[config.mk]
export PLATFORM = sky130hd
export DESIGN_NAME = restoring_divider
export DESIGN_NICKNAME = d
export VERILOG_FILES = /design/src/rtl/divider_pkg.sv /design/src/rtl/divider_step.sv /design/src/rtl/restoring_divider.sv
export SDC_FILE = /design/constraint.sdc
export NUM_CORES = 1
export LEC_CHECK = 0
export ABC_AREA = 1
export CELL_PAD_IN_SITES_DETAIL_PLACEMENT = 1
export CELL_PAD_IN_SITES_GLOBAL_PLACEMENT = 1
export CORE_MARGIN = 2
export CORE_UTILIZATION = 25
export CTS_BUF_LIST = sky130_fd_sc_hd__clkbuf_16
export DETAILED_ROUTE_END_ITERATION = 7
export PLACE_DENSITY = 0.59
export SETUP_SLACK_MARGIN = 0.02
export SYNTH_ARGS = -nofsm -noshare
export SYNTH_HDL_FRONTEND = slang
export SYNTH_SLANG_ARGS = --single-unit
[constraint.sdc]
create_clock -name clk -period 2.8 [get_ports clk]
set_clock_uncertainty 0.1 [all_clocks]
set_input_delay 0.56 -clock clk [delete_from_list [all_inputs] [get_ports clk]]
set_output_delay 0.56 -clock clk [all_outputs]
set_load 0.005 [all_outputs]
[src/rtl/divider_pkg.sv]
// divider_pkg
//   Shared definitions for the restoring divider: FSM state encoding and
//   the iteration-counter width helper.
package divider_pkg;

  typedef enum logic [1:0] {
    ST_IDLE = 2'd0,
    ST_RUN  = 2'd1,
    ST_DONE = 2'd2
  } state_t;

  // Iteration counter width for a given operand width. One spare bit keeps
  // the count WIDTH-1 representable for any WIDTH.
  function automatic int cnt_width(input int w);
    return $clog2(w) + 1;
  endfunction

endpackage

[src/rtl/divider_step.sv]
// divider_step
//   Combinational WIDTH+1-bit trial subtract: minuend - subtrahend, built as
//   minuend + ~subtrahend + 1 through a ripple chain of full-adder cells.
// Ports
//   minuend     in   WIDTH+1  shifted partial remainder {R, next Q bit}
//   subtrahend  in   WIDTH+1  zero-extended divisor
//   difference  out  WIDTH    low WIDTH bits of the difference
//   no_borrow   out  1        carry out of the chain; 1 when minuend >= subtrahend
module divider_step #(
  parameter int WIDTH = 3
) (
  input  logic [WIDTH:0]   minuend,
  input  logic [WIDTH:0]   subtrahend,
  output logic [WIDTH-1:0] difference,
  output logic             no_borrow
);

  logic [WIDTH:0]   sub_inv;
  logic [WIDTH+1:0] carry;

  assign sub_inv  = ~subtrahend;
  assign carry[0] = 1'b1;  // +1 completes the two's complement of the subtrahend

  // Carry chain spans all WIDTH+1 bits so the final carry is the borrow flag.
  for (genvar gi = 0; gi <= WIDTH; gi++) begin : g_carry
    assign carry[gi+1] = (minuend[gi] & sub_inv[gi]) |
                         (carry[gi] & (minuend[gi] ^ sub_inv[gi]));
  end

  // The difference MSB is only needed when there is no borrow, and then the
  // result is below the divisor, so it always fits in WIDTH bits.
  for (genvar gi = 0; gi < WIDTH; gi++) begin : g_sum
    assign difference[gi] = minuend[gi] ^ sub_inv[gi] ^ carry[gi];
  end

  assign no_borrow = carry[WIDTH+1];

endmodule

[src/rtl/restoring_divider.sv]
// restoring_divider
//   Multi-cycle unsigned restoring divider: 2*WIDTH-bit dividend divided by a
//   WIDTH-bit divisor, one quotient bit per clock, valid/ready on both sides.
//   Divide-by-zero and quotient-overflow are detected at accept time and
//   reported after a single cycle with quotient all ones and remainder 0.
// Ports
//   clk, rst_n             clock (rising edge), asynchronous active-low reset
//   in_valid / in_ready    operand handshake (accepted only in IDLE)
//   dividend, divisor      unsigned operands
//   out_valid / out_ready  result handshake; result held until accepted
//   quotient, remainder    unsigned result
//   div_by_zero, overflow  exception flags for the current result
module restoring_divider
  import divider_pkg::*;
#(
  parameter int WIDTH = 3
) (
  input  logic               clk,
  input  logic               rst_n,
  input  logic               in_valid,
  output logic               in_ready,
  input  logic [2*WIDTH-1:0] dividend,
  input  logic [WIDTH-1:0]   divisor,
  output logic               out_valid,
  input  logic               out_ready,
  output logic [WIDTH-1:0]   quotient,
  output logic [WIDTH-1:0]   remainder,
  output logic               div_by_zero,
  output logic               overflow
);

  localparam int CNT_W = cnt_width(WIDTH);

  state_t           state;
  // Partial remainder stays below the divisor, so WIDTH bits are enough.
  logic [WIDTH-1:0] r_reg;
  logic [WIDTH-1:0] q_reg;
  logic [WIDTH-1:0] dvs_reg;
  logic [CNT_W-1:0] cnt_reg;

  logic [WIDTH-1:0] dividend_hi;
  logic [WIDTH-1:0] dividend_lo;
  logic [WIDTH:0]   trial;
  logic [WIDTH-1:0] diff;
  logic             no_borrow;
  logic [WIDTH-1:0] r_next;
  logic [WIDTH-1:0] q_next;
  logic             last_step;

  assign dividend_hi = dividend[2*WIDTH-1:WIDTH];
  assign dividend_lo = dividend[WIDTH-1:0];

  // Shift the next dividend bit (Q MSB) into the partial remainder.
  assign trial = {r_reg, q_reg[WIDTH-1]};

  divider_step #(
    .WIDTH(WIDTH)
  ) u_step (
    .minuend    (trial),
    .subtrahend ({1'b0, dvs_reg}),
    .difference (diff),
    .no_borrow  (no_borrow)
  );

  // Restore (keep the trial value) when the subtraction borrows.
  assign r_next    = no_borrow ? diff : trial[WIDTH-1:0];
  assign q_next    = {q_reg[WIDTH-2:0], no_borrow};
  assign last_step = (cnt_reg == CNT_W'(WIDTH - 1));

  always_ff @(posedge clk or negedge rst_n) begin
    if (!rst_n) begin
      state       <= ST_IDLE;
      in_ready    <= 1'b1;
      out_valid   <= 1'b0;
      quotient    <= '0;
      remainder   <= '0;
      div_by_zero <= 1'b0;
      overflow    <= 1'b0;
      r_reg       <= '0;
      q_reg       <= '0;
      dvs_reg     <= '0;
      cnt_reg     <= '0;
    end else begin
      case (state)
        ST_IDLE: begin
          if (in_valid) begin
            in_ready <= 1'b0;
            dvs_reg  <= divisor;
            if (divisor == '0) begin
              state       <= ST_DONE;
              out_valid   <= 1'b1;
              div_by_zero <= 1'b1;
              overflow    <= 1'b0;
              quotient    <= '1;
              remainder   <= '0;
            end else if (dividend_hi >= divisor) begin
              // Quotient would need more than WIDTH bits.
              state       <= ST_DONE;
              out_valid   <= 1'b1;
              div_by_zero <= 1'b0;
              overflow    <= 1'b1;
              quotient    <= '1;
              remainder   <= '0;
            end else begin
              state   <= ST_RUN;
              r_reg   <= dividend_hi;
              q_reg   <= dividend_lo;
              cnt_reg <= '0;
            end
          end
        end

        ST_RUN: begin
          r_reg   <= r_next;
          q_reg   <= q_next;
          cnt_reg <= cnt_reg + 1'b1;
          if (last_step) begin
            state       <= ST_DONE;
            out_valid   <= 1'b1;
            quotient    <= q_next;
            remainder   <= r_next;
            div_by_zero <= 1'b0;
            overflow    <= 1'b0;
          end
        end

        ST_DONE: begin
          if (out_ready) begin
            state     <= ST_IDLE;
            out_valid <= 1'b0;
            in_ready  <= 1'b1;
          end
        end

        default: begin
          state     <= ST_IDLE;
          in_ready  <= 1'b1;
          out_valid <= 1'b0;
        end
      endcase
    end
  end

endmodule

==> flow_summary.toml <==
[pwr]
peakVddDrop_uv = 292
combPwrFrac_pct = 48.8
power_frac_clock_pct = 17.1
p_sw_uw = 770
internal_power_uw = 1090
switching_share_pct = 41.4
power.density_mw_per_mm2 = 1060
seqPwrFrac_pct = 34.2
leakage_uw = 0.000942
p_total_uw = 1860

[synthesis]
yosys.cell_count.top_type = "nand2_1"
synth_ff_type = "dfrtp_1"
netlist_area_mm2 = 0.00136
yosys_warnings = 0
ys_async_sr_fraction_pct = 100
synthTopCellsByCount = "nand2_1 (67), inv_1 (26), nand3_1 (25)"
synth.avg_cell_area_um2 = 7.65
syn_nets = 199
post-synth-top-area-cell = "dfrtp_1"
synth_top_area_share_pct = 42.3
synth_seq_cells = 24
yosysSeqAreaShare_pct = 44.2
ys_types = 20
synth_cells = 178
synth_area_leaders = "dfrtp_1 (42%), nand2_1 (18%), nand3_1 (9.2%)"
synth_edf_count = 0

[critical_path]
required_ns = 2.90
reg2reg_from = "q_reg[2]"
arrival_ns = 2.38
critPathKind = "input pin to register"
start_kind = "input pin"
crit_start = "divisor[2]"
cp_max_fo = 10
crit_path_end_kind = "register"

[drt]
vias_per_cell = 4.38
dr_total_vias = 1208
drt-pass1-iter-count = 4
final_antenna_net_count = 0
drc_errors = 0
wirelength_mm = 3.38
first_iter_violations = 31
wire_per_inst_um = 12.3

[cells_and_area]
areaGrowthSynthToFinish_pct = 29.5
nets = 228
drive_gt1_share_pct = 7.28
n_antenna_cell = 0

[worst_hold_path]
worstHoldStart = "remainder[2]"
hp-class = "register to register"

[placed_design]
portBuffers = 22
gp_congestion = 0.778
post-dp-hpwl_mm = 2.66

[timing]
relSlewSlack_pct = 73.6
drv_slew = 0
setup_violations = 0
fmax_mhz = 438
finalCritPeriodShare_pct = 81.5
rsz0062_at_grt = "no"
hold_viol_final = 0
min_period_ns = 2.28
setup_tns_ns = 0
tightest_slew_ns = 0.395

[floorplanning]
core_area_mm2 = 0.00517
fp.dieH_um = 77.8
row_count = 26
dieArea_mm2 = 0.00605
die_w_um = 77.8
top_level_ports = 23
start_util_pct = 26.3

[cts]
cts_tree = "done"
cts_hold_buf = 0
cts_max_path_buffers = 2
clkSlewWorstSetupHoldPaths_ns = 0.06
cts_root_buf = "clkbuf_16"
numCtsBuffers = 3
clk_latency_ns = 0.26
clock_sinks = 24
cts_htree_levels = 1
cts_setup_buffers = 0
cts_resized = 0

[global_route]
grt_max_degree = 25
gr-total-overflow = 0
grt_pass1_wl_mm = 5.79
antenna_found_initial = 0
grt.total_usage_pct = 12.4
grt_pass1_vias = 1202

[run_status]
status = "completed"

[flow_run]
drv_cap = 0
[cell type report]
class	instances	area [µm²]
fillers	628	3410
multi-input cells	127	654
flip-flops and latches	24	602
repair buffers	25	243
inverters	26	97.6
well taps	70	87.6
clock buffers	3	75.1
clock inverters	1	3.75
[logic make-up (layout without fill, tap and decap cells)]
family                   count (synthesis)  count (layout)  synth area share [%]
adder cells (fa/ha/maj)                  8               8                  8.46
buffers and inverters                   27              55                  7.72
flip-flops                              24              24                  44.2
AND/OR/NAND/NOR                        109             109                  35.5
AO/OA/AOI/OAI                           10              10                  4.14
[per-layer routing]
layer | vias up | share of wire, % | wire length, µm | GRT usage [%]
li1 | 620 | - | - | -
met1 | 567 | 49 | 1650 | 16.4
met2 | 19 | 46 | 1570 | 20.3
met3 | 2 | 3.8 | 128 | 2.56
met4 | 0 | 1.1 | 36 | 3.75
met5 | - | 0 | 0 | 0
[worst max-delay path, stage by stage]
cell             delay (ns)
clkdlybuf4s50_1        0.47
inv_1                  0.06
ha_1                   0.28
a21oi_1                0.34
nand4_2                0.33
nand2_4                0.21
nand2_1                0.07
nand2_1                0.06
[power groups by stage]
stage	Sequential (µW)	Clock (µW)	Combinational (µW)
3_3_place_gp	640	0	914
4_1_cts	639	326	932
2_1_floorplan	625	0	587
3_5_place_dp	645	0	928
5_1_grt	660	344	1080
6_report	636	317	907
[worst paths after layout]
path | endpoint | slack [ns] | cells past startpoint
min reg2reg | remainder[2] | 0.37 | 2
max in group asynchronous | in_ready | 1.74 | 2
min | remainder[2] | 0.37 | 2
min in group asynchronous | quotient[0] | 0.56 | 2
max | quotient[1] | 0.52 | 8
max reg2reg | r_reg[0] | 0.65 | 10
[layout by cell type (no fill, tap or decap)]
cell and count:
a21oi_1 2, a31oi_1 1, buf_4 3, clkbuf_16 3
clkdlybuf4s50_1 22, dfrtp_1 23, dfstp_2 1, fa_1 2
ha_1 6, inv_1 27, nand2_1 67, nand2_4 1
nand3_1 25, nand3_2 1, nand4_1 1, nand4_2 1
nor2_1 8, nor2_2 2, nor2_4 1, o21a_1 2
o21ai_0 5, or2_2 2
[through the flow]
stage / setup WS, ns / hold WS, ns / area (µm²) / std cells / util [%]
5_1_grt: 0.366 / 0.400 / 1760 / 276 / 34.1
3_3_place_gp: 0.289 / 0.357 / 1680 / 272 / 32.6
3_5_place_dp: 0.266 / 0.359 / 1680 / 272 / 32.6
4_1_cts: 0.528 / 0.376 / 1760 / 276 / 34.1
6_report: 0.518 / 0.371 / 1760 / 276 / 34.1
2_1_floorplan: 0.856 / 0.164 / 1360 / 178 / -
Power figures use the tool's default switching activity.
